--- src/rtl/axil_cmd_master.sv ---
// axil_cmd_master: turns single-word register commands into AXI4-Lite
// read/write transactions. One transaction in flight at a time. A saturating
// per-command wait counter forces a response if the slave never finishes.
module axil_cmd_master #(
    parameter int unsigned TIMEOUT_CYCLES = 1024
) (
    input  logic        axilClk,
    input  logic        axilRstN,
    input  logic        cmd_valid,
    output logic        cmd_ready,
    input  logic        cmd_write,
    input  logic [31:0] cmd_addr,
    input  logic [31:0] cmd_wdata,
    input  logic [3:0]  cmd_wstrb,
    output logic        rsp_valid,
    output logic [31:0] rsp_rdata,
    output logic [1:0]  rsp_resp,
    output logic        rsp_timeout,
    output logic [31:0] axilWriteMaster_awaddr,
    output logic [2:0]  axilWriteMaster_awprot,
    output logic        axilWriteMaster_awvalid,
    input  logic        axilWriteSlave_awready,
    output logic [31:0] axilWriteMaster_wdata,
    output logic [3:0]  axilWriteMaster_wstrb,
    output logic        axilWriteMaster_wvalid,
    input  logic        axilWriteSlave_wready,
    input  logic [1:0]  axilWriteSlave_bresp,
    input  logic        axilWriteSlave_bvalid,
    output logic        axilWriteMaster_bready,
    output logic [31:0] axilReadMaster_araddr,
    output logic [2:0]  axilReadMaster_arprot,
    output logic        axilReadMaster_arvalid,
    input  logic        axilReadSlave_arready,
    input  logic [31:0] axilReadSlave_rdata,
    input  logic [1:0]  axilReadSlave_rresp,
    input  logic        axilReadSlave_rvalid,
    output logic        axilReadMaster_rready
);

    typedef enum logic [2:0] {IDLE, WR_AW_W, WR_B, RD_AR, RD_R, RESP} state_t;

    localparam logic [15:0] TMO = 16'(TIMEOUT_CYCLES);

    state_t      state_q;
    logic [15:0] tmo_cnt_q, tmo_cnt_d;
    logic        cmd_ready_q;
    logic        awvalid_q, wvalid_q, bready_q, arvalid_q, rready_q;
    logic [31:0] addr_q, wdata_q;
    logic [3:0]  wstrb_q;
    logic        rsp_valid_q, rsp_timeout_q;
    logic [31:0] rsp_rdata_q;
    logic [1:0]  rsp_resp_q;

    logic aw_done, w_done, progress, abort;

    // A channel counts as done once its valid is gone or its ready is sampled now.
    assign aw_done = !awvalid_q || axilWriteSlave_awready;
    assign w_done  = !wvalid_q  || axilWriteSlave_wready;

    // Saturating wait counter; the limit is hit at the edge that would make it TMO.
    assign tmo_cnt_d = (tmo_cnt_q == 16'hFFFF) ? tmo_cnt_q : tmo_cnt_q + 16'd1;

    // A state that advances this cycle beats the timeout decided in the same cycle.
    always_comb begin
        progress = 1'b1;
        case (state_q)
            WR_AW_W: progress = aw_done && w_done;
            WR_B:    progress = axilWriteSlave_bvalid;
            RD_AR:   progress = axilReadSlave_arready;
            RD_R:    progress = axilReadSlave_rvalid;
            default: progress = 1'b1;
        endcase
    end

    assign abort = (tmo_cnt_d >= TMO) && !progress;

    // Command FSM with all bus and response outputs registered.
    always_ff @(posedge axilClk or negedge axilRstN) begin
        if (!axilRstN) begin
            state_q       <= IDLE;
            tmo_cnt_q     <= '0;
            cmd_ready_q   <= 1'b0;
            awvalid_q     <= 1'b0;
            wvalid_q      <= 1'b0;
            bready_q      <= 1'b0;
            arvalid_q     <= 1'b0;
            rready_q      <= 1'b0;
            addr_q        <= '0;
            wdata_q       <= '0;
            wstrb_q       <= '0;
            rsp_valid_q   <= 1'b0;
            rsp_timeout_q <= 1'b0;
            rsp_rdata_q   <= '0;
            rsp_resp_q    <= '0;
        end else begin
            rsp_valid_q <= 1'b0;
            if (state_q != IDLE && state_q != RESP)
                tmo_cnt_q <= tmo_cnt_d;
            if (abort) begin
                awvalid_q     <= 1'b0;
                wvalid_q      <= 1'b0;
                bready_q      <= 1'b0;
                arvalid_q     <= 1'b0;
                rready_q      <= 1'b0;
                rsp_valid_q   <= 1'b1;
                rsp_timeout_q <= 1'b1;
                rsp_resp_q    <= 2'b11;
                rsp_rdata_q   <= '0;
                state_q       <= RESP;
            end else begin
                case (state_q)
                    IDLE: begin
                        cmd_ready_q <= 1'b1;
                        if (cmd_valid && cmd_ready_q) begin
                            cmd_ready_q <= 1'b0;
                            addr_q      <= cmd_addr;
                            wdata_q     <= cmd_wdata;
                            wstrb_q     <= cmd_wstrb;
                            tmo_cnt_q   <= '0;
                            if (cmd_write) begin
                                awvalid_q <= 1'b1;
                                wvalid_q  <= 1'b1;
                                state_q   <= WR_AW_W;
                            end else begin
                                arvalid_q <= 1'b1;
                                state_q   <= RD_AR;
                            end
                        end
                    end
                    WR_AW_W: begin
                        if (axilWriteSlave_awready) awvalid_q <= 1'b0;
                        if (axilWriteSlave_wready)  wvalid_q  <= 1'b0;
                        if (aw_done && w_done) begin
                            bready_q <= 1'b1;
                            state_q  <= WR_B;
                        end
                    end
                    WR_B: begin
                        if (axilWriteSlave_bvalid) begin
                            bready_q      <= 1'b0;
                            rsp_valid_q   <= 1'b1;
                            rsp_timeout_q <= 1'b0;
                            rsp_resp_q    <= axilWriteSlave_bresp;
                            rsp_rdata_q   <= '0;
                            state_q       <= RESP;
                        end
                    end
                    RD_AR: begin
                        if (axilReadSlave_arready) begin
                            arvalid_q <= 1'b0;
                            rready_q  <= 1'b1;
                            state_q   <= RD_R;
                        end
                    end
                    RD_R: begin
                        if (axilReadSlave_rvalid) begin
                            rready_q      <= 1'b0;
                            rsp_valid_q   <= 1'b1;
                            rsp_timeout_q <= 1'b0;
                            rsp_resp_q    <= axilReadSlave_rresp;
                            rsp_rdata_q   <= axilReadSlave_rdata;
                            state_q       <= RESP;
                        end
                    end
                    RESP: begin
                        cmd_ready_q <= 1'b1;
                        state_q     <= IDLE;
                    end
                    default: state_q <= IDLE;
                endcase
            end
        end
    end

    assign cmd_ready               = cmd_ready_q;
    assign rsp_valid               = rsp_valid_q;
    assign rsp_rdata               = rsp_rdata_q;
    assign rsp_resp                = rsp_resp_q;
    assign rsp_timeout             = rsp_timeout_q;
    assign axilWriteMaster_awaddr  = addr_q;
    assign axilWriteMaster_awprot  = 3'b000;
    assign axilWriteMaster_awvalid = awvalid_q;
    assign axilWriteMaster_wdata   = wdata_q;
    assign axilWriteMaster_wstrb   = wstrb_q;
    assign axilWriteMaster_wvalid  = wvalid_q;
    assign axilWriteMaster_bready  = bready_q;
    assign axilReadMaster_araddr   = addr_q;
    assign axilReadMaster_arprot   = 3'b000;
    assign axilReadMaster_arvalid  = arvalid_q;
    assign axilReadMaster_rready   = rready_q;

endmodule

--- config.mk ---
export PLATFORM = sky130hd
export DESIGN_NAME = axil_cmd_master
export DESIGN_NICKNAME = d
export VERILOG_FILES = /design/src/rtl/axil_cmd_master.sv
export SDC_FILE = /design/constraint.sdc
export NUM_CORES = 1
export LEC_CHECK = 0
export CAP_MARGIN = 5
export CORE_MARGIN = 10
export CORE_UTILIZATION = 35
export DETAILED_ROUTE_END_ITERATION = 12
export PLACE_DENSITY = 0.79
export SYNTH_ARGS = -nofsm -noshare
export SYNTH_HDL_FRONTEND = slang
export SYNTH_SLANG_ARGS = --single-unit
--- constraint.sdc ---
create_clock -name axilClk -period 4.32 [get_ports axilClk]
set_input_delay 0.432 -clock axilClk [delete_from_list [all_inputs] [get_ports axilClk]]
set_output_delay 0.432 -clock axilClk [all_outputs]
set_load 0.005 [all_outputs]
==> impl_metrics.env <==
export IMPL_post_route_util_pct=54.9
export IMPL_postPlaceCellArea_sq_mm=0.00814
export IMPL_status="completed"
export IMPL_grt_pass1_vias=4752
export IMPL_gp_congestion=0.813
export IMPL_grt_max_degree=65
export IMPL_crit_path_start_kind="register"
export IMPL_yosys_warnings=0
export IMPL_p_seq_share_pct=34.1
export IMPL_path_class="reg2reg"
export IMPL_min_from="rsp_timeout"
export IMPL_rows=46
export IMPL_core_sq_mm=0.0159
export IMPL_setup_violations_final=0
export IMPL_cts_resized=0
export IMPL_die_x_microns=147
export IMPL_dp_hpwl_mm=12.7
export IMPL_vias=4275
export IMPL_cp_max_fo=33
export IMPL_fill_cells=1314
export IMPL_worstSetupStartpoint="tmo_cnt_q[0]"
export IMPL_min_period_ns=2.75
export IMPL_ios=261
export IMPL_cts_tree="done"
export IMPL_tightest_slew_ns=1.18
export IMPL_finalMaxSlewViolations=0
export IMPL_slew_headroom_pct=21.1
export IMPL_p_leak_nw=3.69
export IMPL_power_switching_share_pct=31.2
export IMPL_fin_area_sq_mm=0.00873
export IMPL_avgSynthCellArea_sq_um=12.7
export IMPL_tns_ns=0
export IMPL_reg2reg_from="tmo_cnt_q[0]"
export IMPL_max_clock_freq_mhz=364
export IMPL_min_path_type="reg2reg"
export IMPL_route_detailed_drc=0
export IMPL_p_per_area_mw_per_mm2=702
export IMPL_ys_types=46
export IMPL_mostFrequentLayoutCell="clkdlybuf4s50_1"
export IMPL_cts_setup_buffers=0
export IMPL_hold_viol=0
export IMPL_cts_max_level=4
export IMPL_clk_latency_ns=0.42
export IMPL_postRouteAntennaNets=0
export IMPL_fin_crit_sh_pct=63.6
export IMPL_rsz0062_at_grt="no"
export IMPL_wl_per_cell_microns=18.7
export IMPL_clkPwrFrac_pct=22.9
export IMPL_worstHoldPathCells=2
export IMPL_cts_root_buffer="clkbuf_16"
export IMPL_p_int_mw=4.22
export IMPL_drtIter0Drc=129
export IMPL_endpoint_kind="register"
export IMPL_fin_worst_skew_ns=0.0156
export IMPL_grt_pass1_wl_mm=26.5
export IMPL_numPortBuffers=254
export IMPL_num_antenna_cells=0
export IMPL_hold_slack_ns=0.500
export IMPL_clockBufferDepth=2
export IMPL_arrival_ns=3.10
export IMPL_cp_required_ns=4.68
export IMPL_antenna_found_initial=0
export IMPL_viasPerCell=4.76
export IMPL_ys_seq_area_share_pct=56.8
export IMPL_area_growth_pct=53.6
export IMPL_ys_ff_latch=129
export IMPL_cts_sinks=129
export IMPL_first_pass_iters=4
export IMPL_start_util_pct=35.8
export IMPL_drive_gt1_share_pct=19.8
export IMPL_combPwrFrac_pct=43.0
export IMPL_power_switching_mw=1.91
export IMPL_die_area_sq_mm=0.0217
export IMPL_drt_wl_total_mm=16.8
export IMPL_path_clk_slew_ns=0.06
export IMPL_numCtsBuffers=17
export IMPL_syn_inst=447
export IMPL_final_cell_mix="clkdlybuf4s50_1 (253), dfrtp_1 (129), mux2_2 (68)"
export IMPL_grt_overflow=0
export IMPL_reg2regPathDepth=7
export IMPL_syn_cell_area_sq_mm=0.00568
export IMPL_grt_total_usage_pct=15.3
export IMPL_die_y_microns=147
export IMPL_maxCapViolCount=0
export IMPL_peakVddDrop_v=0.000386
export IMPL_final_nets=783
==> power groups by stage <==
stage | combinational [mW] | clock (mW) | sequential, mW
after global routing | 2.85 | 1.50 | 2.16
final | 2.63 | 1.40 | 2.09
after floorplan | 1.38 | 0 | 2.04
after global placement | 2.59 | 0 | 2.08
after CTS | 2.69 | 1.44 | 2.10
after detailed placement | 2.67 | 0 | 2.11
==> timing repair <==
action,in CTS,in global routing
hold endpoints to repair,36,0
hold buffers,1,0
setup endpoints to repair,0,0
==> cell usage after synthesis (all sizes together) <==
| cell type | instances | area (sq um) |
|---|---|---|
| a22o | 32 | 304 |
| inv | 5 | 18.8 |
| buf | 52 | 387 |
| and2b | 1 | 7.51 |
| nand2b | 2 | 12.5 |
| mux2i | 5 | 50.1 |
| or2 | 2 | 12.5 |
| clkbuf | 9 | 33.8 |
| dfrtp | 129 | 3230 |
| o221ai | 1 | 26.3 |
| nor3b | 1 | 7.51 |
| and2 | 2 | 13.8 |
| o21ai | 6 | 30.0 |
| o22a | 1 | 8.76 |
| ha | 1 | 12.5 |
| and3 | 6 | 38.8 |
| nor2b | 7 | 43.8 |
| xnor2 | 4 | 35.0 |
| a41o | 1 | 10.0 |
| nand3b | 1 | 7.51 |
| nor3 | 7 | 35.0 |
| a21oi | 14 | 81.3 |
| nor2 | 31 | 116 |
| nor4 | 4 | 55.1 |
| nand2 | 22 | 82.6 |
| a22oi | 2 | 15.0 |
| a21o | 1 | 8.76 |
| nand3 | 5 | 30.0 |
| a31oi | 4 | 25.0 |
| xor2 | 10 | 87.6 |
| or4 | 1 | 7.51 |
| nand4 | 5 | 46.3 |
| conb | 1 | 3.75 |
| and3b | 1 | 8.76 |
| o21a | 1 | 7.51 |
| a311oi | 2 | 17.5 |
| mux2 | 68 | 766 |
==> metal layers <==
| layer | vias up | GRT usage (%) | part of all wire (%) | routed length (microns) |
|---|---|---|---|---|
| li1 | 1978 | - | - | - |
| met1 | 2096 | 16.0 | 38 | 6310 |
| met2 | 183 | 26.3 | 52 | 8710 |
| met3 | 18 | 7.54 | 9.4 | 1580 |
| met4 | 0 | 5.35 | 1.2 | 194 |
| met5 | - | 0 | 0 | 0 |
==> sequential cells by signal, summed over array words and instances, names as in the netlist <==
signal / flops
state_q: 3
axilWriteMaster_bready: 1
rsp_resp: 2
rsp_rdata: 32
axilWriteMaster_wstrb: 4
rsp_valid: 1
rsp_timeout: 1
cmd_ready: 1
axilReadMaster_rready: 1
axilReadMaster_arvalid: 1
axilWriteMaster_wdata: 32
axilWriteMaster_wvalid: 1
tmo_cnt_q: 16
axilWriteMaster_awvalid: 1
axilReadMaster_araddr: 32
==> final timing paths <==
kind / endpoint / slack [ns]
setup / recovery: rsp_rdata[26] / 1.57
hold / removal: rsp_timeout / 0.50
setup reg to reg: rsp_rdata[26] / 1.57
hold reg to reg: rsp_timeout / 0.50
max in group asynchronous: axilWriteMaster_wdata[0] / 2.79
min in group asynchronous: axilWriteMaster_wdata[3] / 0.52
==> cell families after synthesis <==
family / count (synthesis) / share of synthesized area [%]
XOR/XNOR: 14 / 2.16
flip-flops: 129 / 56.8
multiplexers: 73 / 14.4
adder cells (fa/ha/maj): 1 / 0.220
AND/OR/NAND/NOR: 98 / 9.25
other: 1 / 0.0660
AO/OA/AOI/OAI: 65 / 9.40
buffers and inverters: 66 / 7.73
==> critical path, cell delays in order, from the launching register on <==
cell      delay [ns]
dfrtp_1         0.39
ha_1            0.23
nand2_1         0.14
nor4_4          0.38
mux2i_1         0.32
o221ai_4        0.19
a21oi_4         0.74
a22o_2          0.28
==> metrics by stage <==
stage          total power, mW  instances  worst slack (ns)
2_1_floorplan             3.42        452              2.23
3_3_place_gp              4.67        865              1.58
3_5_place_dp              4.78        865              1.52
4_1_cts                   6.22        898              1.55
5_1_grt                   6.51        898              1.31
6_report                  6.12        898              1.57
==> cell type report <==
| cell class | count | area (sq um) | share of cell area, % |
|---|---|---|---|
| clock inverter | 13 | 136 | 1.56 |
| clock buffer | 19 | 443 | 5.07 |
| sequential | 129 | 3230 | 37.0 |
| multi-input combinational | 257 | 2040 | 23.4 |
| timing repair buffer | 259 | 2590 | 29.7 |
| inverter | 5 | 18.8 | 0.215 |
| tap | 216 | 270 | 3.10 |
Power figures use the tool's default switching activity.
==> RTL change 1: new RTL, same flow settings <==
Register the output `rsp_timeout` once more; this adds one clock of latency there. The other outputs are not delayed to match.
--- a/src/rtl/axil_cmd_master.sv
+++ b/src/rtl/axil_cmd_master.sv
@@ -177,5 +177,7 @@
     assign rsp_rdata               = rsp_rdata_q;
     assign rsp_resp                = rsp_resp_q;
-    assign rsp_timeout             = rsp_timeout_q;
+    always_ff @(posedge axilClk) begin
+        rsp_timeout <= rsp_timeout_q;
+    end
     assign axilWriteMaster_awaddr  = addr_q;
     assign axilWriteMaster_awprot  = 3'b000;
Check against the original RTL: no difference found for any inputs over 4 cycles, from zero or initial values and one cycle with axilRstN low; that may be too few to reach the edited logic, so the function may still have changed.
==> RTL change 1 against the original RTL <==
  * Worst setup slack gained 0.051 ns
  * Die area increased by 0.31%
  * Routed wire length down 4.0%
  * Sequential cell count up 1
  * Clock power about the same
  * First-iteration DRC count rose by 37%
  * Final cell count is the same
  * Hold slack got worse by 0.39 ns
  * Total power fell by 0.26%
  * Final area barely moved
  * Synthesized area grew 0.35%
  * Critical endpoint is now rsp_rdata[30]
  * Highest routed layer unchanged
==> RTL change 1: results (changes against the original RTL) <==
Worst setup path:
- The maximum single-stage delay on the critical path is 0.70 ns (was 0.74 ns).
- The standard cell with the maximum stage delay on the critical path is sky130_fd_sc_hd__a21oi_4 (unchanged).
- The data arrival time of the critical path is 3.04 ns (was 3.10 ns).
- The highest fanout seen on the critical path is 33 (unchanged).

Route:
- The routed via count is 4211 (was 4275).
- The initial detailed-routing violation count was 177 (was 129).
- The ratio of routed vias to standard cells is 4.69 (was 4.76).
- The first-pass iteration count of the detailed router is 4 (unchanged).
- The average wire per standard cell is 17.9 um (was 18.7 um).

Placement:
- The global placer's final weighted congestion is 0.824 (was 0.813).
- The instance count after placement with tap cells included was 866 (was 865).
- The HPWL after detailed placement is 12.5 mm (was 12.7 mm).
- The worst slack after detailed placement came to 1.59 ns (was 1.52 ns).
- The area after detailed placement was 8150 um^2 (was 8140 um^2).

STA:
- The max-slew headroom at the worst pin is 0.183 (was 0.211).
- The largest clock skew in the final design is 0.00717 ns (was 0.0156 ns).

Yosys:
- The distinct cell type count of the synthesized netlist is 47 (was 46).
- The multiplexer share of the synthesized area came to 0.143 (was 0.144).
- The area fraction in compound gates after synthesis came to 0.0937 (was 0.0940).
- The post-synthesis async set-or-reset flop share is 0.992 (was 1.00).
- The count of mapped cells out of synthesis is 448 (was 447).
- The adder-cell share of the synthesized area is 0.00219 (was 0.00220).
- The XOR/XNOR share of the synthesized area is 0.0215 (was 0.0216).
- Top cells by area, synth: sky130_fd_sc_hd__dfrtp_1 57%, sky130_fd_sc_hd__mux2_2 13%, sky130_fd_sc_hd__buf_4 5.0% (unchanged).
- The sequential fraction of the synthesis area is 0.570 (was 0.568).

Power:
- The power in the clock group came to 1400 uW (about the same).
- The largest voltage drop on the vdd net came to 0.273 mV (was 0.386 mV).
- The switching part of the total power is 0.304 (was 0.312).
- The static leakage is 0.00370 uW (was 0.00369 uW).
- The combinational cell fraction of total power is 0.426 (was 0.430).

Global route:
- The overall routing resource usage is 0.147 (was 0.153).
- The first-pass GRT wire length is 25.8 mm (was 26.5 mm).
- The maximum number of pins on one net before global-route repair is 65 (unchanged).
- The number of global-route vias before repair is 4712 (was 4752).

CTS:
- The cell chosen for the clock root is sky130_fd_sc_hd__clkbuf_16 (unchanged).
- The post-cts gate resize count is 0 (unchanged).
- The number of buffers added by the clock tree synthesis step came to 17 (unchanged).

Run status:
- Outcome: finished, final reports clean (unchanged).

Final layout:
- The fraction of final layout cells sized beyond drive strength 1 is 0.195 (was 0.198).
- The number of filler instances in the final layout was 1298 (was 1314).

Min path:
- The kind of path behind the tightest hold check is primary input to async pin (was flop to flop).
## RTL change 1: changes by cell type in the layout (fill, tap and decap cells not counted)
cell / change
sky130_fd_sc_hd__buf_12: -1
sky130_fd_sc_hd__clkinvlp_4: -3
sky130_fd_sc_hd__dlygate4sd3_1: -1
sky130_fd_sc_hd__clkbuf_8: +2
sky130_fd_sc_hd__inv_6: -1
sky130_fd_sc_hd__dfxtp_1: +1
sky130_fd_sc_hd__clkbuf_1: +2
sky130_fd_sc_hd__buf_4: +1
## RTL change 1: layer usage
metal / global-route usage / part of all wire / vias up
met5: 0 / 0 / -
li1: - / - / 1968
met2: 0.255 / 0.50 / 174
met3: 0.0723 / 0.11 / 10
met4: 0.0411 / 0.0092 / 0
met1: 0.156 / 0.37 / 2059
## RTL change 1: path summary, 6_finish.rpt
kind,start,end,slack (ns),depth (start not counted)
setup / recovery,tmo_cnt_q[0],rsp_rdata[30],1.62,7
hold / removal,axilRstN,axilWriteMaster_wdata[16],0.11,1
setup reg to reg,tmo_cnt_q[0],rsp_rdata[30],1.62,7
hold reg to reg,rsp_timeout_q,rsp_timeout,0.40,0
max in group asynchronous,axilRstN,axilWriteMaster_wdata[24],3.27,2
min in group axilClk,rsp_timeout_q,rsp_timeout,0.40,0
## RTL change 1: final cells by class
cell class / instances / area (um^2) / area share
flip-flops and latches: 130 / 3250 / 0.372
repair buffers: 258 / 2570 / 0.294
multi-input cells: 257 / 2040 / 0.234
clock buffers: 23 / 478 / 0.0548
well taps: 216 / 270 / 0.0310
clock inverters: 9 / 105 / 0.0120
inverters: 5 / 18.8 / 0.00215
==> RTL change 2: new RTL, same flow settings <==
Without the edit above. Set the parameter `TIMEOUT_CYCLES` to 512 (it was 1024).
--- a/src/rtl/axil_cmd_master.sv
+++ b/src/rtl/axil_cmd_master.sv
@@ -3,5 +3,5 @@
 // per-command wait counter forces a response if the slave never finishes.
 module axil_cmd_master #(
-    parameter int unsigned TIMEOUT_CYCLES = 1024
+    parameter int unsigned TIMEOUT_CYCLES = 512
 ) (
     input  logic        axilClk,
Function: no difference found for any inputs over 4 cycles, from zero or initial values and one cycle with axilRstN low; that may be too few to reach the edited logic, so the function may still have changed.
==> RTL change 2 against the original RTL <==
  * Worst setup slack improved by 0.10 ns
  * Final area is 5.7% higher
  * Clock skew is 0.0090 ns lower
  * Utilization fell by 1.4 points
  * Routed wire length grew 15%
  * Sequential cell count did not move
  * Total power rose by 6.5%
  * Synthesized area is 7.7% higher
  * Combinational power grew 13%
  * Count of clock-buffer cells in the layout rose by 2
  * Critical endpoint is now state_q[0]
  * Largest cell class unchanged
  * Largest power group unchanged
==> RTL change 2: results (changes against the original RTL) <==
Run status:
- Outcome: finished, final reports clean (unchanged).

Min path:
- The kind of path behind the tightest hold check is primary input to async pin (was flop to flop).

Worst setup path:
- The critical path endpoint is state_q[0] (was rsp_rdata[26]).
- The worst flop-to-flop path endpoint is state_q[0] (was rsp_rdata[26]).
- The startpoint of the most critical setup path is tmo_cnt_q[10] (was tmo_cnt_q[0]).
- The highest fanout seen on the critical path was 40 (was 33).
- The data arrival time of the critical path was 2.94 ns (was 3.10 ns).

Yosys:
- The area fraction in compound gates after synthesis is 0.129 (was 0.0940).
- The XOR/XNOR share of the synthesized area is 0.0172 (was 0.0216).
- The count of mapped cells out of synthesis is 547 (was 447).
- Top cells by area, synth: sky130_fd_sc_hd__dfrtp_1 53%, sky130_fd_sc_hd__mux2_2 13%, sky130_fd_sc_hd__a32oi_1 4.7% (was sky130_fd_sc_hd__dfrtp_1 57%, sky130_fd_sc_hd__mux2_2 13%, sky130_fd_sc_hd__buf_4 5.0%).
- The multiplexer share of the synthesized area is 0.133 (was 0.144).
- The adder-cell share of the synthesized area is 0.00204 (was 0.00220).
- The sequential fraction of the synthesis area is 0.527 (was 0.568).
- The yosys synthesis warning count was 0 (unchanged).
- Top cells by instance count after synthesis: 129 x sky130_fd_sc_hd__dfrtp_1, 69 x sky130_fd_sc_hd__mux2_2, 44 x sky130_fd_sc_hd__o21ai_0 (was 129 x sky130_fd_sc_hd__dfrtp_1, 68 x sky130_fd_sc_hd__mux2_2, 38 x sky130_fd_sc_hd__buf_4).
- The distinct cell type count of the synthesized netlist is 50 (was 46).
- The post-synthesis async set-or-reset flop share is 1.00 (unchanged).

Route:
- The length of routed met2 wiring is 9.96 mm (was 8.71 mm).
- The initial detailed-routing violation count is 308 (was 129).
- The final routed wirelength across all metal layers is 19.3 mm (was 16.8 mm).
- The first-pass iteration count of the detailed router is 5 (was 4).
- The detailed-routing wirelength on met1 is 7.31 mm (was 6.31 mm).

STA:
- The max-slew headroom at the worst pin is 0.205 (was 0.211).
- The top achievable clock speed is 378 MHz (was 364 MHz).

Placement:
- The HPWL after detailed placement is 14.1 mm (was 12.7 mm).
- The worst slack after detailed placement is 1.71 ns (was 1.52 ns).
- The instance count after placement with tap cells included is 962 (was 865).
- The global placer's final weighted congestion came to 0.862 (was 0.813).

Global route:
- The number of global-route vias before repair is 5338 (was 4752).
- The met2 capacity usage during global routing is 0.272 (was 0.263).
- The maximum number of pins on one net before global-route repair is 64 (was 65).
- The first-pass GRT wire length is 30.6 mm (was 26.5 mm).

Final layout:
- The fraction of final layout cells sized beyond drive strength 1 was 0.156 (was 0.198).
- The number of non-filler instances in the completed layout was 995 (was 898).

Power:
- The static leakage is 0.00372 uW (was 0.00369 uW).
- The largest voltage drop on the vdd net is 0.402 mV (was 0.386 mV).
-- RTL change 2: changes by cell type after synthesis, moves of 8 or more --
cell,before,now
sky130_fd_sc_hd__a22o_1,13,0
sky130_fd_sc_hd__a22o_2,19,0
sky130_fd_sc_hd__a32oi_1,0,33
sky130_fd_sc_hd__clkbuf_1,9,36
sky130_fd_sc_hd__nand3_1,4,42
sky130_fd_sc_hd__nor2_1,31,21
sky130_fd_sc_hd__o21ai_0,6,44
sky130_fd_sc_hd__xor2_1,10,2
-- RTL change 2: through the flow --
stage / power, uW / hold slack [ns]
4_1_cts: 6610 / 0.147
3_5_place_dp: 5110 / 0.494
5_1_grt: 6950 / 0.184
6_report: 6520 / 0.115
3_3_place_gp: 5030 / 0.489
2_1_floorplan: 3610 / 0.136
-- RTL change 2: cell type report --
cell class	instances	area [um^2]
fill	1462	8010
sequential	129	3230
timing repair buffer	264	2610
multi-input combinational	338	2480
clock buffer	21	470
tap	225	282
clock inverter	11	128
inverter	7	26.3
-- RTL change 2: critical path, cell delays in order, from the launching register on --
cell	delay, ns
sky130_fd_sc_hd__dfrtp_1	0.47
sky130_fd_sc_hd__nand4_2	0.25
sky130_fd_sc_hd__nor4_1	0.64
sky130_fd_sc_hd__mux2i_4	0.32
sky130_fd_sc_hd__buf_4	0.40
sky130_fd_sc_hd__nand2_1	0.17
sky130_fd_sc_hd__o31a_1	0.27
-- RTL change 2: power breakdown --
group,switching (uW),internal (uW)
combinational,1180,1790
clock,564,900
sequential,393,1690
total,2140,4380
-- RTL change 2: cells by family after synthesis --
group,after synthesis
AND/OR/NAND/NOR,130
flip-flops,129
AO/OA/AOI/OAI,116
buffers and inverters,85
multiplexers,73
XOR/XNOR,12
adder cells (fa/ha/maj),1
other,1
